### src/rtl/transconv_requant.sv
// Requantiser for transposed-convolution accumulator pixels. Each pixel gets a rounding
// arithmetic shift, optional ReLU and int8 saturation. Four results are packed into an
// addressed 32-bit word, and the words are queued in a small FIFO for the feature-map
// write port.
module transconv_requant #(
  parameter int unsigned FIFO_DEPTH = 4,
  parameter int unsigned ADDR_W     = 16
) (
  input  logic              clk,
  input  logic              rst,
  input  logic              start,
  input  logic [8:0]        cfg_width,
  input  logic [8:0]        cfg_height,
  input  logic [4:0]        cfg_shift,
  input  logic              cfg_relu,
  input  logic              in_valid,
  output logic              in_ready,
  input  logic [19:0]       in_pixel,
  output logic              out_valid,
  input  logic              out_ready,
  output logic [31:0]       out_data,
  output logic [ADDR_W-1:0] out_addr,
  output logic              out_last,
  output logic              busy,
  output logic              done,
  output logic [15:0]       sat_count
);

  localparam int unsigned PtrW = $clog2(FIFO_DEPTH);
  localparam int unsigned CntW = PtrW + 1;
  localparam int unsigned EntW = 33 + ADDR_W;

  typedef enum logic [1:0] {StIdle, StRun, StDrain} state_e;

  // Control and frame configuration
  state_e            state_q, state_d;
  logic [8:0]        width_q, width_d;
  logic [8:0]        height_q, height_d;
  logic [4:0]        shift_q, shift_d;
  logic              relu_q, relu_d;
  logic [ADDR_W-1:0] wpr_q, wpr_d;
  logic [8:0]        col_q, col_d;
  logic [8:0]        row_q, row_d;
  logic [ADDR_W-1:0] row_base_q, row_base_d;

  // Stage 1: shifted value plus word bookkeeping
  logic               s1_valid_q, s1_valid_d;
  logic signed [20:0] s1_t_q, s1_t_d;
  logic [1:0]         s1_lane_q, s1_lane_d;
  logic               s1_push_q, s1_push_d;
  logic               s1_last_q, s1_last_d;
  logic [ADDR_W-1:0]  s1_addr_q, s1_addr_d;

  // Stage 2: saturated byte
  logic              s2_valid_q, s2_valid_d;
  logic [7:0]        s2_byte_q, s2_byte_d;
  logic [1:0]        s2_lane_q, s2_lane_d;
  logic              s2_push_q, s2_push_d;
  logic              s2_last_q, s2_last_d;
  logic [ADDR_W-1:0] s2_addr_q, s2_addr_d;

  logic [31:0] pack_q, pack_d;
  logic [15:0] sat_count_q, sat_count_d;

  // Output FIFO
  logic [EntW-1:0] fifo_q [FIFO_DEPTH];
  logic [EntW-1:0] fifo_d [FIFO_DEPTH];
  logic [PtrW-1:0] wr_ptr_q, wr_ptr_d;
  logic [PtrW-1:0] rd_ptr_q, rd_ptr_d;
  logic [CntW-1:0] cnt_q, cnt_d;

  logic        accept;
  logic        start_acc;
  logic        last_col;
  logic        last_row;
  logic        pipe_empty;
  logic        push;
  logic        pop;
  logic [31:0] word;

  // Reserve three free entries: one word may complete in each of S1, S2 and the new pixel.
  assign in_ready   = (state_q == StRun) && (cnt_q <= CntW'(FIFO_DEPTH - 3));
  assign accept     = in_valid && in_ready;
  assign start_acc  = (state_q == StIdle) && start;
  assign last_col   = (col_q == width_q - 9'd1);
  assign last_row   = (row_q == height_q - 9'd1);
  assign pipe_empty = !s1_valid_q && !s2_valid_q && (cnt_q == '0);
  assign busy       = (state_q != StIdle);
  assign sat_count  = sat_count_q;

  assign out_valid  = (cnt_q != '0);
  assign {out_last, out_addr, out_data} = fifo_q[rd_ptr_q];

  // FSM next state, frame counters and running row base address
  always_comb begin
    state_d    = state_q;
    width_d    = width_q;
    height_d   = height_q;
    shift_d    = shift_q;
    relu_d     = relu_q;
    wpr_d      = wpr_q;
    col_d      = col_q;
    row_d      = row_q;
    row_base_d = row_base_q;
    done       = 1'b0;
    unique case (state_q)
      StIdle: begin
        if (start) begin
          width_d    = cfg_width;
          height_d   = cfg_height;
          shift_d    = cfg_shift;
          relu_d     = cfg_relu;
          wpr_d      = ADDR_W'(({1'b0, cfg_width} + 10'd3) >> 2);
          col_d      = '0;
          row_d      = '0;
          row_base_d = '0;
          state_d    = (cfg_width == 9'd0 || cfg_height == 9'd0) ? StDrain : StRun;
        end
      end
      StRun: begin
        if (accept) begin
          if (last_col) begin
            col_d      = '0;
            row_d      = row_q + 9'd1;
            row_base_d = row_base_q + wpr_q;
            if (last_row) begin
              state_d = StDrain;
            end
          end else begin
            col_d = col_q + 9'd1;
          end
        end
      end
      StDrain: begin
        if (pipe_empty) begin
          state_d = StIdle;
          done    = 1'b1;
        end
      end
      default: state_d = StIdle;
    endcase
  end

  // Stage 1: rounding arithmetic shift at 21 bits so the rounding add cannot overflow
  always_comb begin
    logic signed [20:0] ext;
    logic signed [20:0] rnd;
    ext        = {in_pixel[19], in_pixel};
    rnd        = (shift_q != 5'd0) ? (21'sd1 <<< (shift_q - 5'd1)) : 21'sd0;
    s1_valid_d = accept;
    s1_t_d     = (ext + rnd) >>> shift_q;
    s1_lane_d  = col_q[1:0];
    s1_push_d  = (col_q[1:0] == 2'd3) || last_col;
    s1_last_d  = last_col && last_row;
    s1_addr_d  = row_base_q + ADDR_W'(col_q[8:2]);
  end

  // Stage 2: ReLU then saturation to int8; ReLU zeroing is not counted as clipping
  always_comb begin
    logic signed [20:0] t_relu;
    logic               clip;
    t_relu      = (relu_q && (s1_t_q < 21'sd0)) ? 21'sd0 : s1_t_q;
    clip        = 1'b0;
    if (t_relu > 21'sd127) begin
      s2_byte_d = 8'h7F;
      clip      = 1'b1;
    end else if (t_relu < -21'sd128) begin
      s2_byte_d = 8'h80;
      clip      = 1'b1;
    end else begin
      s2_byte_d = t_relu[7:0];
    end
    s2_valid_d  = s1_valid_q;
    s2_lane_d   = s1_lane_q;
    s2_push_d   = s1_push_q;
    s2_last_d   = s1_last_q;
    s2_addr_d   = s1_addr_q;
    sat_count_d = sat_count_q;
    if (start_acc) begin
      sat_count_d = '0;
    end else if (s1_valid_q && clip && (sat_count_q != 16'hFFFF)) begin
      sat_count_d = sat_count_q + 16'd1;
    end
  end

  // Packer merges the S2 byte into its lane; completed words go straight into the FIFO
  always_comb begin
    word   = pack_q | ({24'd0, s2_byte_q} << {s2_lane_q, 3'b000});
    push   = s2_valid_q && s2_push_q;
    pack_d = pack_q;
    if (s2_valid_q) begin
      pack_d = push ? 32'd0 : word;
    end
  end

  // FIFO pointers, occupancy and storage
  always_comb begin
    pop      = out_valid && out_ready;
    fifo_d   = fifo_q;
    wr_ptr_d = wr_ptr_q;
    rd_ptr_d = rd_ptr_q;
    cnt_d    = cnt_q;
    if (push) begin
      fifo_d[wr_ptr_q] = {s2_last_q, s2_addr_q, word};
      wr_ptr_d         = wr_ptr_q + PtrW'(1);
    end
    if (pop) begin
      rd_ptr_d = rd_ptr_q + PtrW'(1);
    end
    if (push && !pop) begin
      cnt_d = cnt_q + CntW'(1);
    end else if (pop && !push) begin
      cnt_d = cnt_q - CntW'(1);
    end
  end

  // Control and configuration registers
  always_ff @(posedge clk or posedge rst) begin
    if (rst) begin
      state_q    <= StIdle;
      width_q    <= '0;
      height_q   <= '0;
      shift_q    <= '0;
      relu_q     <= 1'b0;
      wpr_q      <= '0;
      col_q      <= '0;
      row_q      <= '0;
      row_base_q <= '0;
    end else begin
      state_q    <= state_d;
      width_q    <= width_d;
      height_q   <= height_d;
      shift_q    <= shift_d;
      relu_q     <= relu_d;
      wpr_q      <= wpr_d;
      col_q      <= col_d;
      row_q      <= row_d;
      row_base_q <= row_base_d;
    end
  end

  // Pipeline, packer and saturation counter registers
  always_ff @(posedge clk or posedge rst) begin
    if (rst) begin
      s1_valid_q  <= 1'b0;
      s1_t_q      <= '0;
      s1_lane_q   <= '0;
      s1_push_q   <= 1'b0;
      s1_last_q   <= 1'b0;
      s1_addr_q   <= '0;
      s2_valid_q  <= 1'b0;
      s2_byte_q   <= '0;
      s2_lane_q   <= '0;
      s2_push_q   <= 1'b0;
      s2_last_q   <= 1'b0;
      s2_addr_q   <= '0;
      pack_q      <= '0;
      sat_count_q <= '0;
    end else begin
      s1_valid_q  <= s1_valid_d;
      s1_t_q      <= s1_t_d;
      s1_lane_q   <= s1_lane_d;
      s1_push_q   <= s1_push_d;
      s1_last_q   <= s1_last_d;
      s1_addr_q   <= s1_addr_d;
      s2_valid_q  <= s2_valid_d;
      s2_byte_q   <= s2_byte_d;
      s2_lane_q   <= s2_lane_d;
      s2_push_q   <= s2_push_d;
      s2_last_q   <= s2_last_d;
      s2_addr_q   <= s2_addr_d;
      pack_q      <= pack_d;
      sat_count_q <= sat_count_d;
    end
  end

  // FIFO registers; storage is cleared so out_data/out_addr read 0 after reset
  always_ff @(posedge clk or posedge rst) begin
    if (rst) begin
      fifo_q   <= '{default: '0};
      wr_ptr_q <= '0;
      rd_ptr_q <= '0;
      cnt_q    <= '0;
    end else begin
      fifo_q   <= fifo_d;
      wr_ptr_q <= wr_ptr_d;
      rd_ptr_q <= rd_ptr_d;
      cnt_q    <= cnt_d;
    end
  end

endmodule

### config.mk
export PLATFORM = sky130hd
export DESIGN_NAME = transconv_requant
export DESIGN_NICKNAME = d
export VERILOG_FILES = /design/src/rtl/transconv_requant.sv
export SDC_FILE = /design/constraint.sdc
export NUM_CORES = 1
export LEC_CHECK = 0
export ABC_AREA = 1
export BUFFER_PORTS_ARGS = -buffer_cell sky130_fd_sc_hd__buf_2
export CORE_AREA = 10 10 235 237
export CTS_CLUSTER_SIZE = 14
export DETAILED_ROUTE_END_ITERATION = 8
export DIE_AREA = 0 0 245 247
export GPL_ROUTABILITY_DRIVEN = 0
export PLACE_DENSITY = 0.67
export RECOVER_POWER = 50
export SYNTH_ARGS = -nofsm -noshare
export SYNTH_HDL_FRONTEND = slang
export SYNTH_SLANG_ARGS = --single-unit
### constraint.sdc
create_clock -name clk -period 20.5 [get_ports clk]
set_clock_uncertainty 0.15 [all_clocks]
set_input_delay 2.05 -clock clk [delete_from_list [all_inputs] [get_ports clk]]
set_output_delay 2.05 -clock clk [all_outputs]
set_load 0.01 [all_outputs]
==> results of run 1 <==
registers in the layout, indices dropped and copies added, names as in the netlist, 9 cells and up:
signal and count:
fifo_q 196, pack_q 32, s1_t_q 21, row_base_q 16
s1_addr_q 16, s2_addr_q 16, sat_count 16, col_q 9
height_q 9, row_q 9, width_q 9
metal layers:
layer  track usage [%]  up-vias
li1                  -     8407
met1              23.4     8262
met2              27.1      604
met3              3.56       66
met4              4.24        0
met5                 0        -
final timing paths:
kind / slack (ps) / cells past startpoint / end
worst max-delay path: 11620 / 5 / rd_ptr_q[0]
worst min-delay path: 190 / 0 / s2_addr_q[13]
worst max register to register: 14700 / 10 / sat_count[11]
worst min register to register: 190 / 0 / s2_addr_q[13]
max in group clk: 13490 / 5 / out_last
min in group asynchronous: 2880 / 2 / shift_q[2]
critical path, stage by stage:
cell,delay [ps]
clkbuf_1,90
clkinvlp_2,2760
clkbuf_1,2360
buf_4,1010
buf_4,830
cell usage in the layout, fill, tap and decap left out, types with 28 or more instances in the layout:
master and n:
clkbuf_16 42, inv_1 226, nor3_1 28, ha_1 49
a21oi_1 53, o22ai_1 50, nand2_1 718, nor2_1 231
o21ai_0 317, dfrtp_1 389, nand3_1 159, clkbuf_1 28
xor2_1 45, buf_2 99
layout make-up:
| cell class | instances | area, µm² |
|---|---|---|
| well taps | 680 | 851 |
| repair buffers | 130 | 649 |
| fillers | 5027 | 28300 |
| flip-flops and latches | 390 | 9760 |
| clock inverters | 18 | 205 |
| multi-input cells | 1804 | 8860 |
| inverters | 233 | 876 |
| clock buffers | 57 | 1190 |
stage by stage:
step	utilization, %	setup slack (ps)	total power [µW]
after floorplan	-	7460	1690
final	44.2	11620	2760
after global routing	44.2	10010	2960
after global placement	41.6	14900	1980
after CTS	44.3	15390	2780
after detailed placement	41.6	14790	2020
power by group through the flow:
stage               combinational (µW)  clock, µW  sequential [µW]
global placement                   884          0             1100
floorplan                          635          0             1060
CTS                                916        775             1090
global route                      1040        806             1120
detailed placement                 912          0             1110
finish                             909        757             1100
cell families after synthesis:
family | Yosys count | share of synthesized area (%)
flip-flops | 390 | 48.8
AO/OA/AOI/OAI | 501 | 13.9
multiplexers | 1 | 0.0501
adder cells (fa/ha/maj) | 52 | 3.37
buffers and inverters | 346 | 6.75
AND/OR/NAND/NOR | 1182 | 24.2
XOR/XNOR | 68 | 2.98
==> reports/qor.csv, run 1 <==
metric,value,unit
"Seq/Total Area, Yosys",48.8,%
CTS H-Tree Depth,2,
clock network power share,27.4,%
iteration-0 DRC count of the detailed router,1357,
initial antenna violation count,0,
Peak supply drop,0.0000813,V
Final Hold Violating Endpoints,0,
Rel. slew slack,-233,%
Syn Inst Count,2540,
total CTS buffers,41,
Antenna Cells,0,
clock buffer depth,3,
status,"complete, but fails checks",
switching pwr,1050,µW
Final Net Count,2701,
area of the die,60500,µm²
design area,22400,µm²
Flop pwr share,39.7,%
Buffers on Ports,117,
largest net degree at the start of global routing,115,
hold slack final,188,ps
"Area growth, synth to finish",12.0,%
worst min-delay path class,flop to flop,
Comb pwr share,32.9,%
endpoint class of the critical path,async pin,
Die Y-Extent,247,µm
drt drc,0,
total vias in the final route,17300,
Yosys top cell area share,48.8,%
Post-synth EDFFs,0,
wire length on met2,23.0,mm
most frequent cells after synthesis,"nand2_1, dfrtp_1, o21ai_0",
Layout Cells excl Fill,3312,
wl on met1,24.1,mm
Worst Path Arrival,9250,ps
Worst Setup Start Kind,input port,
Clock Latency Late Sink,560,ps
Lkg Pwr,0.0109,µW
clk root buf,clkbuf_16,
switch share,38.1,%
"area leader, netlist",dfrtp_1,
DR WL met3,3.80,mm
"Remaining Overflow, GRT",0,
most frequent cell after synthesis,nand2_1,
failing checks,"capacitance limit, slew limit",
final setup fails,0,
initial core utilization,39.5,%
cts hold-fix bufs,0,
Post-synth ARST share,100,%
number of synthesized register bits,390,
ys flop type,dfrtp_1,
Total GRT Usage,17.1,%
TritonCTS clock tree,built,
Setup crit start,rst,
fin crit share,43.3,%
Syn Nets,2641,
setup TNS,0,ps
post-CTS setup buffer count,0,
Setup CP Type,input port to async pin,
DR top layer,met4,
count of pins over their slew limit,356,
detailed placement HPWL,34.9,mm
number of global-route vias before repair,16800,
final WL,51.9,mm
vias per cell,5.24,
share of layout cells above drive strength 1,7.48,%
worst r2r src,state_q[0],
Netlist Area Pre-Place,20000,µm²
Post-Place Cell Area,21100,µm²
RSZ-0062 raised after global routing,no,
TritonRoute pass-1 iters,6,
clock transition at the registers of the reported paths,60,ps
Synth Warn #,0,
Int Power,1710,µW
# rows,83,
Max-Cap Viols,5,
maximum fanout along the worst path,114,
Worst-Margin Slew,4970,ps
fmax,113,MHz
count of cell types in the netlist,48,
hold_sp,s1_addr_q[13],
die width,245,µm
first-pass GRT wire length,85.8,mm
"Min Clock Period, post-route",8880,ps
average wire per standard cell,15.7,µm
power per cell area,123,nW/µm²
area of the core,50700,µm²
CTS resizes,0,
Ports,118,
synth top area cells,"dfrtp_1, nand2_1, o21ai_0",
Mean Syn Cell Area,7.87,µm²
placed insts,3237,
CTS sink cnt,390,
CP Data Required Time,20860,ps
ANT nets after route,0,
No activity file was read; power rests on OpenSTA's default activity.
==> run 2: changes to the inputs <==
==> constraint.sdc (replaced) <==
create_clock -name clk -period 8.5 [get_ports clk]
set_clock_uncertainty 0.15 [all_clocks]
set_input_delay 0.85 -clock clk [delete_from_list [all_inputs] [get_ports clk]]
set_output_delay 0.85 -clock clk [all_outputs]
set_load 0.01 [all_outputs]
==> reports/qor.csv, run 2 (synthesis results as in run 1) <==
metric,value,unit,change
"Min Clock Period, post-route",6230,ps,
Hold Path Sink,s2_addr_q[4],,
RSZ-0062 raised after global routing,no,,
Hold Crit Depth,0,,unchanged
# rows,83,,unchanged
final WL,51.4,mm,-0.99%
Clock Latency Late Sink,570,ps,about the same
Max-Cap Viols,3,,-2
"Remaining Overflow, GRT",0,,unchanged
status,"complete, but fails checks",,
ANT nets after route,0,,unchanged
"Area growth, synth to finish",12.5,%,
FF-to-FF setup slack,3860,ps,-10840 ps
# fillers,5033,,+0.12%
Worst Path Arrival,5230,ps,-4020 ps
iteration-0 DRC count of the detailed router,1576,,+16%
Rel. slew slack,-166,%,+67 points
first-pass GRT wire length,86.1,mm,+0.32%
Setup CP Type,flop to output pin,,
CP Data Required Time,7500,ps,-13360 ps
initial core utilization,39.5,%,unchanged
Final Util,44.4,%,+0.22 points
clock buffer depth,3,,unchanged
worst min-delay path class,flop to flop,,
area of the core,50700,µm²,unchanged
Ports,118,,unchanged
power per cell area,301,nW/µm²,+140%
area of the multi-input gates,8860,µm²,about the same
failing checks,"capacitance limit, slew limit",,
Lkg Pwr,0.0110,µW,+0.54%
"commonest cells after routing, fill and taps aside","nand2_1, dfrtp_1, o21ai_0",,
number of global-route vias before repair,16900,,+0.38%
initial antenna violation count,3,,+3
register area,9760,µm²,unchanged
detailed placement HPWL,34.7,mm,-0.58%
post-CTS setup buffer count,0,,unchanged
hold_sp,s1_addr_q[4],,
count of pins over their slew limit,192,,-46%
Final Net Count,2700,,-0.037%
largest net degree at the start of global routing,183,,+59%
share of layout cells above drive strength 1,7.79,%,+0.30 points
final setup fails,0,,unchanged
Final Hold Violating Endpoints,0,,unchanged
die width,245,µm,unchanged
vias per cell,5.22,,-0.33%
Worst Setup Start Kind,flop,,
cts hold-fix bufs,0,,unchanged
worst r2r src,rd_ptr_q[0],,
CTS resizes,0,,unchanged
number of flip-flops under the largest register name,196,,unchanged
Peak supply drop,0.000163,V,+100%
total CTS buffers,42,,+2.4%
"most common cell after layout, fill and taps aside",nand2_1,,
area of the die,60500,µm²,unchanged
total vias in the final route,17300,,-0.27%
fmax,160,MHz,
maximum fanout along the worst path,79,,-31%
CTS sink cnt,390,,unchanged
Die Y-Extent,247,µm,unchanged
Top reg by flops,fifo_q,,
average wire per standard cell,15.5,µm,-1.1%
Buffers on Ports,117,,unchanged
Pwr Total,6770,µW,+150%
R2R Path End,rd_ptr_q[1],,
drt drc,0,,unchanged
Total GRT Usage,17.0,%,-0.067 points
top flop regs,"fifo_q: 196 flops, pack_q: 32 flops, s1_t_q: 21 flops",,
endpoint class of the critical path,output pin,,
CTS H-Tree Depth,2,,unchanged
number of cells on the worst reg-to-reg path,4,,-6
fin crit share,73.3,%,
clock transition at the registers of the reported paths,60,ps,about the same
setup TNS,0,ps,unchanged
Worst-Margin Slew,3990,ps,-973 ps
TritonCTS clock tree,built,,
clk root buf,clkbuf_16,,
TritonRoute pass-1 iters,5,,-1
[run 2: stage by stage]
stage	instances	hold slack (ps)	instance area [µm²]	setup slack [ps]
3_5_place_dp	3235	185	21100	4250
3_3_place_gp	3235	182	21100	4330
2_1_floorplan	2540	181	20000	2250
5_1_grt	3314	202	22500	1920
6_report	3314	197	22500	2270
4_1_cts	3313	136	22600	4260
[run 2: power by group]
| group | internal, µW | total [µW] | switching (µW) | leakage [µW] |
|---|---|---|---|---|
| clock | 1160 | 1930 | 770 | 0.000737 |
| combinational | 743 | 2190 | 1440 | 0.00521 |
| sequential | 2310 | 2650 | 344 | 0.00505 |
| total | 4210 | 6770 | 2560 | 0.0110 |
[run 2: worst max-delay path by stage]
stage,startpoint,end,slack (ps)
6_report,rd_ptr_q[0],out_data[2],2270
5_1_grt,rd_ptr_q[0],out_addr[4],1920
4_1_cts,shift_q[2],s1_t_q[0],4260
3_5_place_dp,shift_q[2],s1_t_q[0],4250
3_3_place_gp,shift_q[2],s1_t_q[0],4330
2_1_floorplan,rst,cnt_q[0],2250
[run 2: area by class of cell]
cell class / count / area share, %
timing repair buffer: 128 / 2.88
multi-input combinational: 1804 / 39.4
sequential: 390 / 43.4
clock buffer: 61 / 5.57
clock inverter: 17 / 1.08
inverter: 233 / 3.89
antenna: 1 / 0.0111
tap: 680 / 3.78
[run 2: worst max-delay path: stages (launching register included)]
cell and delay, ps:
dfrtp_2 570, inv_1 540, clkbuf_1 2630, o21ai_0 250, o22ai_1 440, buf_2 220
[run 2: metal layers]
layer  GRT usage (%)  up-vias  wire, µm  share of wire (%)
met3            3.24       77      3270                6.4
met1            23.8     8237     24600                 48
met2            26.6      571     22600                 44
met5               0        -        21              0.041
li1                -     8403         -                  -
met4            4.29        4       934                1.8
